**config.mk**
```make
export PLATFORM = sky130hd
export DESIGN_NAME = voice_scheduler
export DESIGN_NICKNAME = d
export VERILOG_FILES = /design/src/rtl/synth_pkg.sv /design/src/rtl/channel_picker.sv /design/src/rtl/voice_scheduler.sv
export SDC_FILE = /design/constraint.sdc
export NUM_CORES = 1
export LEC_CHECK = 0
export CAP_MARGIN = 10
export CORE_MARGIN = 2
export CORE_UTILIZATION = 50
export DETAILED_ROUTE_END_ITERATION = 12
export GPL_TIMING_DRIVEN = 0
export PLACE_DENSITY_LB_ADDON = 0.25
export SLEW_MARGIN = 20
export SYNTH_ARGS = -nofsm -noshare
export SYNTH_HDL_FRONTEND = slang
export SYNTH_HIERARCHICAL = 1
export SYNTH_SLANG_ARGS = --single-unit
```
**constraint.sdc**
```tcl
create_clock -name clk -period 10.5 [get_ports clk]
set_input_delay 1.05 -clock clk [delete_from_list [all_inputs] [get_ports clk]]
set_output_delay 1.05 -clock clk [all_outputs]
set_load 0.02 [all_outputs]
```
**src/rtl/synth_pkg.sv**
```systemverilog
// rtl/synth_pkg.sv - shared constants and state encoding for the voice scheduler
package synth_pkg;

  // Default bank geometry; the note bank must be built with the same values.
  localparam int NUM_CHANNELS_DEF  = 16;
  localparam int NUM_BITS_KEY_DEF  = 7;
  localparam int NUM_BITS_NOTE_DEF = 18;

  // Event field widths as carried on the event handshake.
  localparam int EV_ON_W   = 1;
  localparam int EV_KEY_W  = NUM_BITS_KEY_DEF;
  localparam int EV_WORD_W = NUM_BITS_NOTE_DEF;

  typedef enum logic [1:0] {
    ST_IDLE  = 2'd0,
    ST_EXEC  = 2'd1,
    ST_SWEEP = 2'd2
  } state_t;

endpackage

```
**src/rtl/channel_picker.sv**
```systemverilog
// rtl/channel_picker.sv - lowest-index channel search for match, free and steal candidates
module channel_picker
  import synth_pkg::*;
#(
  parameter int NUM_CHANNELS = NUM_CHANNELS_DEF,
  parameter int NUM_BITS_KEY = NUM_BITS_KEY_DEF,
  localparam int IDX_W       = $clog2(NUM_CHANNELS)
) (
  input  logic [NUM_CHANNELS-1:0]              gate,
  input  logic [NUM_CHANNELS-1:0]              available,
  input  logic [NUM_CHANNELS*NUM_BITS_KEY-1:0] keys,
  input  logic [NUM_BITS_KEY-1:0]              ev_key,
  output logic [IDX_W-1:0]                     match_idx,
  output logic                                 match_hit,
  output logic [IDX_W-1:0]                     free_idx,
  output logic                                 free_hit,
  output logic [IDX_W-1:0]                     steal_idx,
  output logic                                 steal_hit
);

  // Scan from the top down so the lowest matching index is the last one written.
  always_comb begin
    match_idx = '0;
    match_hit = 1'b0;
    free_idx  = '0;
    free_hit  = 1'b0;
    steal_idx = '0;
    steal_hit = 1'b0;
    for (int i = NUM_CHANNELS - 1; i >= 0; i--) begin
      if (gate[i] && (keys[i*NUM_BITS_KEY +: NUM_BITS_KEY] == ev_key)) begin
        match_hit = 1'b1;
        match_idx = IDX_W'(i);
      end
      if (!gate[i] && available[i]) begin
        free_hit = 1'b1;
        free_idx = IDX_W'(i);
      end
      if (!gate[i]) begin
        steal_hit = 1'b1;
        steal_idx = IDX_W'(i);
      end
    end
  end

endmodule

```
**src/rtl/voice_scheduler.sv**
```systemverilog
// rtl/voice_scheduler.sv - note event allocation and per-sample register sweep for the note bank
module voice_scheduler
  import synth_pkg::*;
#(
  parameter int NUM_CHANNELS  = NUM_CHANNELS_DEF,
  parameter int NUM_BITS_NOTE = NUM_BITS_NOTE_DEF,
  parameter int NUM_BITS_KEY  = NUM_BITS_KEY_DEF
) (
  input  logic                     clk,
  input  logic                     rst_n,
  input  logic                     sample_tick,
  input  logic                     ev_valid,
  output logic                     ev_ready,
  input  logic                     ev_on,
  input  logic [NUM_BITS_KEY-1:0]  ev_key,
  input  logic [NUM_BITS_NOTE-1:0] ev_word,
  input  logic [NUM_CHANNELS-1:0]  available,
  output logic [NUM_CHANNELS-1:0]  reg_en,
  output logic [NUM_BITS_NOTE-1:0] note_in,
  output logic [NUM_CHANNELS-1:0]  note_en,
  output logic                     ev_drop,
  output logic                     overrun
);

  localparam int IDX_W = $clog2(NUM_CHANNELS);
  localparam logic [IDX_W-1:0] LAST_IDX = IDX_W'(NUM_CHANNELS - 1);

  state_t                     state, state_nxt;
  logic [IDX_W-1:0]           idx;
  logic                       tick_pend;
  logic                       ev_on_q;
  logic [NUM_BITS_KEY-1:0]    ev_key_q;
  logic [NUM_BITS_NOTE-1:0]   ev_word_q;
  logic [NUM_BITS_KEY-1:0]    key_r  [NUM_CHANNELS];
  logic [NUM_BITS_NOTE-1:0]   word_r [NUM_CHANNELS];
  logic [NUM_CHANNELS-1:0]    gate;
  logic [NUM_CHANNELS*NUM_BITS_KEY-1:0] keys_flat;

  logic [IDX_W-1:0] match_idx, free_idx, steal_idx, alloc_idx;
  logic             match_hit, free_hit, steal_hit, alloc_hit;

  assign ev_ready  = (state == ST_IDLE) && !sample_tick && !tick_pend;
  assign note_en   = gate;
  assign alloc_hit = free_hit || steal_hit;
  assign alloc_idx = free_hit ? free_idx : steal_idx;

  // Flatten the key table for the picker.
  always_comb begin
    keys_flat = '0;
    for (int i = 0; i < NUM_CHANNELS; i++) begin
      keys_flat[i*NUM_BITS_KEY +: NUM_BITS_KEY] = key_r[i];
    end
  end

  channel_picker #(
    .NUM_CHANNELS (NUM_CHANNELS),
    .NUM_BITS_KEY (NUM_BITS_KEY)
  ) u_picker (
    .gate      (gate),
    .available (available),
    .keys      (keys_flat),
    .ev_key    (ev_key_q),
    .match_idx (match_idx),
    .match_hit (match_hit),
    .free_idx  (free_idx),
    .free_hit  (free_hit),
    .steal_idx (steal_idx),
    .steal_hit (steal_hit)
  );

  // State register.
  always_ff @(posedge clk or negedge rst_n) begin
    if (!rst_n) state <= ST_IDLE;
    else        state <= state_nxt;
  end

  // Next state: a pending or fresh tick always beats an event in IDLE.
  always_comb begin
    state_nxt = state;
    case (state)
      ST_IDLE: begin
        if (sample_tick || tick_pend) state_nxt = ST_SWEEP;
        else if (ev_valid)            state_nxt = ST_EXEC;
      end
      ST_EXEC:  state_nxt = ST_IDLE;
      ST_SWEEP: if (idx == LAST_IDX) state_nxt = ST_IDLE;
      default:  state_nxt = ST_IDLE;
    endcase
  end

  // Channel table, event capture and registered sweep outputs; reg_en leads idx by
  // one edge so strobe k appears k+1 cycles after the tick.
  always_ff @(posedge clk or negedge rst_n) begin
    if (!rst_n) begin
      idx       <= '0;
      tick_pend <= 1'b0;
      ev_on_q   <= 1'b0;
      ev_key_q  <= '0;
      ev_word_q <= '0;
      gate      <= '0;
      reg_en    <= '0;
      note_in   <= '0;
      ev_drop   <= 1'b0;
      overrun   <= 1'b0;
      for (int i = 0; i < NUM_CHANNELS; i++) begin
        key_r[i]  <= '0;
        word_r[i] <= '0;
      end
    end else begin
      ev_drop <= 1'b0;
      overrun <= 1'b0;
      case (state)
        ST_IDLE: begin
          if (sample_tick || tick_pend) begin
            tick_pend <= 1'b0;
            idx       <= '0;
            reg_en    <= NUM_CHANNELS'(1);
            note_in   <= word_r[0];
          end else if (ev_valid) begin
            ev_on_q   <= ev_on;
            ev_key_q  <= ev_key;
            ev_word_q <= ev_word;
          end
        end
        ST_EXEC: begin
          if (sample_tick) tick_pend <= 1'b1;
          if (ev_on_q) begin
            if (match_hit) begin
              word_r[match_idx] <= ev_word_q;
            end else if (alloc_hit) begin
              key_r[alloc_idx]  <= ev_key_q;
              word_r[alloc_idx] <= ev_word_q;
              gate[alloc_idx]   <= 1'b1;
            end else begin
              ev_drop <= 1'b1;
            end
          end else if (match_hit) begin
            gate[match_idx] <= 1'b0;
          end
        end
        ST_SWEEP: begin
          if (sample_tick) overrun <= 1'b1;
          if (idx == LAST_IDX) begin
            idx     <= '0;
            reg_en  <= '0;
            note_in <= '0;
          end else begin
            idx     <= idx + IDX_W'(1);
            reg_en  <= NUM_CHANNELS'(1) << (idx + IDX_W'(1));
            note_in <= word_r[idx + IDX_W'(1)];
          end
        end
        default: ;
      endcase
    end
  end

endmodule

```
# --- Word level (Yosys, flattened, before mapping) ---
# Index checks and enable logic that the tools add are counted.
word_totals:
  reg_bits: 485
  in_bits: 46
  wordCells: 297
classes:
  addsub: 1
  magnitude_cmp: 9
  n_eq_ne: 24
  shift: 1
  n_mux: 141
  bitwise_logic: 8
  reduce_logical: 70
ops:
  columns: ["operator", "count"]
  rows:
  - ["$bwmux W288", 2]
  - ["$mux W288", 2]
  - ["$mux W4", 51]
  - ["$demux W18 S4", 2]
  - ["$bwmux W112", 1]
  - ["$eq A7 B7 Y1", 16]
  - ["$mux W18", 6]
  - ["$mux W16", 6]
  - ["$bmux W18 S4", 1]
  - ["$mux W1", 58]
  - ["$logic_and A1 B1 Y1", 38]
  - ["$pmux W18 S2", 1]
  - ["$pmux W16 S2", 1]
  - ["$demux W7 S4", 1]
  - ["$logic_not A1 Y1", 18]
  - ["$and A16 B16 Y16", 1]
  - ["$not A16 Y16", 1]
  - ["$or A16 B16 Y16", 1]
  - ["$shl A1 B4 Y16 const A", 1]
  - ["$ge A5 B5 Y1 const B", 3]
  - ["$not A4 Y5", 3]
  - ["$lt A4 B5 Y1 const B", 2]
  - ["$lt A5 B1 Y1 const B", 2]
  - ["$reduce_and A3 Y1", 3]
  - ["other kinds (20)", 33]

# --- Depth between registers and ports, before layout ---
depth:
  word_depth: 27
  depth_mapped: 17
  ltp_nobuf: 12

# --- Hierarchy ---
# The synthesis kept the hierarchy.
modules_own_cells:
  columns: ["mod", "n_inst", "cells_each", "area_per_inst_um2", "seq_area_each_um2"]
  rows:
  - ["voice_scheduler", 1, 1516, 21565.7, 12136.6]
  - ["channel_picker", 1, 283, 1965.6, 0.0]

# --- Worst setup path after synthesis ---
# No wires, ideal clock.
synth_path:
  path_kind: "input-to-reg"
  start: "input port available[15]"
  end: "register word_r[115] in the netlist's numbering"
  setup_ns: 0.125
  t_arrival_ns: 3.677
  t_required_ns: 10.375
  path_slack_ns: 6.698
  cell_stages: 13
  path_buffers: 1
  cell_sequence: "nor2b_1 a21oi_1 o21ai_0 a2bb2oi_1 o21ai_0 a21oi_1 a221oi_1 inv_1 o32a_4 or3_4 a21oi_4 buf_12 mux2_4"
synth_between:
  elab_chain_len: 26
  elab_cells_between_ends: 46
  cone_classes: "2 x order compare; 38 x mux; 1 x bitwise; 5 x reduce/logical"
synth_lines:
  columns: ["element", "line", "source"]
  rows:
  - ["start: declaration", "voice_scheduler.sv:17", "input logic [NUM_CHANNELS-1:0] available,"]
  - ["$logic_and A1 B1 Y1 (*)", "channel_picker.sv:34", "if (!gate[i] && available[i]) begin"]
  - ["$mux W4 (*) (16 in series)", "channel_picker.sv:34", null]
  - ["via free_idx[0]", "voice_scheduler.sv:39", "logic [IDX_W-1:0] match_idx, free_idx, steal_idx, alloc_idx;"]
  - ["$mux W4 (*)", "voice_scheduler.sv:45", "assign alloc_idx = free_hit ? free_idx : steal_idx;"]
  - ["$not A4 Y5 (not written as such) (*)", "voice_scheduler.sv:132", "word_r[alloc_idx] <= ev_word_q;"]
  - ["$ge A5 B5 Y1 (not written as such) / $lt A5 B1 Y1 (equally long branches)", "voice_scheduler.sv:132", null]
  - ["$logic_and A1 B1 Y1 (not written as such)", "voice_scheduler.sv:132", null]
  - ["$mux W18 (not written as such)", "voice_scheduler.sv:132", null]
  - ["$demux W18 S4 (*)", "voice_scheduler.sv:132", null]
  - ["$bwmux W288 (*)", "voice_scheduler.sv:132", null]
  - ["$mux W288 (*)", "voice_scheduler.sv:130", "end else if (alloc_hit) begin"]
  - ["$mux W288 (*)", "voice_scheduler.sv:128", "if (match_hit) begin"]
  - ["end signal: indexed assignment", "voice_scheduler.sv:129", "word_r[match_idx] <= ev_word_q;"]
  - ["end signal: indexed assignment", "voice_scheduler.sv:132", null]
  - ["end: declaration", "voice_scheduler.sv:35", "logic [NUM_BITS_NOTE-1:0] word_r [NUM_CHANNELS];"]
# The timed path passes the listed nets; every way through them passes the cells marked *. The select of a mux whose other input is x is not followed.
# A chain may end at the register's enable or synchronous reset.

# --- Worst setup path in the final report ---
layout_path:
  start: "register ev_key_q[5]"
  end: "register word_r[79] in the netlist's numbering"
layout_between:
  elab_chain_len: 25
  elab_cells_between_ends: 74
  cone_classes: "2 x order compare; 16 x eq/ne; 36 x mux; 1 x bitwise; 19 x reduce/logical"
layout_lines:
  columns: ["element", "line", "source"]
  rows:
  - ["start: declaration", "voice_scheduler.sv:32", "logic [NUM_BITS_KEY-1:0] ev_key_q;"]
  - ["start signal: assignment", "voice_scheduler.sv:121", "ev_key_q <= ev_key;"]
  - ["$eq A7 B7 Y1", "channel_picker.sv:30", "if (gate[i] && (keys[i*NUM_BITS_KEY +: NUM_BITS_KEY] == ev_key)) begin"]
  - ["$logic_and A1 B1 Y1", "channel_picker.sv:30", null]
  - ["$mux W4 (15 in series)", "channel_picker.sv:30", null]
  - ["$mux W4 (*)", "channel_picker.sv:30", null]
  - ["via match_idx[3]", "voice_scheduler.sv:39", null]
  - ["$not A4 Y5 (not written as such) (*)", "voice_scheduler.sv:129", null]
  - ["$ge A5 B5 Y1 (not written as such) / $lt A5 B1 Y1 (equally long branches)", "voice_scheduler.sv:129", null]
  - ["$logic_and A1 B1 Y1 (not written as such)", "voice_scheduler.sv:129", null]
  - ["$mux W18 (not written as such)", "voice_scheduler.sv:129", null]
  - ["$demux W18 S4 (*)", "voice_scheduler.sv:129", null]
  - ["$bwmux W288 (*)", "voice_scheduler.sv:129", null]
  - ["$mux W288 (*)", "voice_scheduler.sv:128", null]
# The timed path passes the listed nets; every way through them passes the cells marked *.

==> results.yml <==
routing:
  vias: 15800
  viasPerCell: 6.09
  drcViolationCount: 0
  wl_per_cell_um: 24.7
  drt_iter0_drc: 1197
  dr.pass1.iters: 5
  wl_mm: 64.4
  antenna_left: 0
sta:
  totalNegativeSetupSlack_ns: 0
  layout_setup_ws_ns: 5.49
  hold_viol_final: 0
  relSlewSlack: 0.267
  final-setup-viol-count: 0
  fin_crit_sh: 0.477
  fmax_mhz: 200
  rsz0062_at_grt: "false"
  clock_skew_ns: 0.0299
  drv_slew: 0
  fin_crit_ns: 5.01
  worst_pin_slew_ns: 1.10
global_route:
  overflow: 0
  globalRouteTotalUtil: 0.265
  antenna_found_initial: 0
  grt_first_pass_wirelength_mm: 99.7
  grt_max_degree: 100
  grt_pass1_vias: 16400
power_and_ir_drop:
  power_leakage_nw: 12.5
  p_total_mw: 6.04
  power_density_nw_per_um2: 222
  vdd_drop_max_uv: 182
synth:
  yosysWarnings: 6
  synth_area_per_cell_um2: 13.1
  synth_top_cell_area_share: 0.516
  syn_inst: 1799
  yosysTopAreaCell: "dfrtp_1"
  synth_cell_types: 69
  ys_top_cells_by_area: "dfrtp_1, mux2_2, mux4_2"
  synth_edf_count: 0
  async_flop_share: 1.00
  syn_nets: 1851
  ys.flop_type: "dfrtp_1"
  synth_area_um2: 23500
  yosysSeqAreaShare: 0.516
  ys_ff_latch: 485
clock_tree:
  cts_buffers: 51
  ctsHoldBuffers: 0
  htree_num_levels: 2
  path_clk_slew_ns: 0.06
  post_cts_resized: 0
  clk_latency_ns: 0.62
  cts.sinks: 485
  cts_setup_buffers: 0
  clockRootBuffer: "clkbuf_16"
  cts_tree: "built"
  clockBufferDepth: 3
cells_and_area:
  ff_latch_area_um2: 12100
  num-nets-final: 2007
  multi_input_area_um2: 10700
  fill_cells: 3738
  drive_gt1_frac: 0.318
  area_delta_synth_final_pct: 15.4
critical_path:
  arrival_ns: 5.49
  cp-start-kind: "register"
  path_cells: "buf_4 > buf_4 > xnor2_1 > nand4_1 > nor2_1 > nor4_1 > nand4_1 > a21oi_1 > clkbuf_1 > nor2b_1 > nand3_1 > o31ai_1 > nand2_1 > buf_2 > mux2_2"
  cpMaxStageDelayCell: "dfrtp_1"
  path_class: "register to register"
  critPathMaxFanout: 10
  cp_slowest_stage_delay_ns: 0.71
  crit_path_end_kind: "register"
  required_ns: 10.98
outcome:
  outcome: "completed"
place:
  hpwl_mm: 43.2
  routabilityCongestion: 0.852
  pre_cts_slack_ns: 5.45
  io_buffers: 98
floorplanning:
  ioPinCount: 99
  rows: 79
  dieArea_um2: 48800
  die_h_um: 221
  start_util: 0.507
  core_um2: 46500
  die_w_um: 221
job:
  drv_cap: 0
hold_path:
  min_path_type: "primary input to async pin"
==> synthesized netlist by cell type, drive strengths merged (14+ instances only) <==
master,number
dfrtp,485
mux2,400
nand2,156
xnor2,75
mux4,72
a21oi,64
clkbuf,61
nor2,59
buf,57
xor2,40
nand3,33
nand4,32
nor2b,31
nor4,26
nor3,25
o21ai,19
a211oi,18
o22a,18
a22o,16
nand2b,14
==> worst max-delay path: cells and delay by family (launching register included) <==
kind / cells / cell delay, ns
XOR/XNOR: 1 / 0.11
buffers and inverters: 4 / 1.38
multiplexers: 1 / 0.32
AND/OR/NAND/NOR: 7 / 1.95
flip-flops: 1 / 0.71
AO/OA/AOI/OAI: 2 / 0.39
==> kinds of logic (layout without fill, tap and decap cells) <==
group | count (synthesis) | count (layout) | share of synthesized area
xor gates and xnor gates | 115 | 115 | 0.0428
muxes | 473 | 473 | 0.266
AOI/OAI and AO/OA | 178 | 178 | 0.0586
other | 0 | 1 | 0
buffers and inverters | 133 | 328 | 0.0291
and+or+nand+nor | 409 | 409 | 0.0850
DFF | 485 | 485 | 0.516
adders and majority gates | 6 | 6 | 0.00319
==> path summary, 6_finish.rpt <==
kind | end | cells after the start | slack, ns | from
max in group asynchronous | word_r[60] | 3 | 8.90 | rst_n
max | word_r[79] | 15 | 5.49 | ev_key_q[5]
min | key_r[50] | 1 | 0.34 | rst_n
max reg2reg | word_r[79] | 15 | 5.49 | ev_key_q[5]
min reg2reg | word_r[135] | 1 | 0.49 | word_r[135]
min in group clk | word_r[135] | 1 | 0.49 | word_r[135]
==> per-layer routing <==
layer,share of wire,GRT usage
met5,0,0
met4,0.036,0.102
met3,0.047,0.0378
met2,0.49,0.442
met1,0.42,0.352
==> stage by stage <==
stage | hold slack (ns) | std cells | cell area [um^2] | utilization
after floorplan | 0.453 | 1799 | 23500 | -
after global placement | 0.463 | 2504 | 25300 | 0.544
after detailed placement | 0.478 | 2509 | 25400 | 0.547
after CTS | 0.358 | 2601 | 27200 | 0.584
after global routing | 0.379 | 2601 | 27200 | 0.585
final | 0.344 | 2602 | 27200 | 0.585
==> layout make-up <==
cell class,count,share of cell area
Antenna cell,1,0.0000921
Buffer,118,0.0232
Clock buffer,75,0.0559
Clock inverter,17,0.00756
Inverter,15,0.00207
Multi-Input combinational cell,1181,0.395
Sequential cell,485,0.447
Tap cell,607,0.0280
Timing Repair Buffer,103,0.0414
==> power by group <==
part | switching [mW] | internal, mW
registers | 0.225 | 2.00
clock network | 0.764 | 1.10
logic | 1.25 | 0.703
==> registers in the layout (all words and copies together) (netlist names) <==
signal,cells
overrun,1
tick_pend,1
key_r,112
reg_en,16
ev_drop,1
state,2
note_in,18
word_r,288
ev_on_q,1
idx,4
ev_word_q,18
note_en,16
ev_key_q,7
==> placed cells by master, fill, tap and decap left out, drive strengths merged, types with 26 or more instances in the layout <==
master / Yosys / layout
mux4: 72 / 72
nor2b: 31 / 31
nand4: 32 / 32
mux2: 400 / 400
xnor2: 75 / 75
clkbuf: 61 / 136
dfrtp: 485 / 485
clkdlybuf4s50: 0 / 97
nor2: 59 / 59
nand2: 156 / 156
a21oi: 64 / 64
buf: 57 / 63
nor4: 26 / 26
nand3: 33 / 33
xor2: 40 / 40
Note: power is estimated with default switching activity, not from simulation.
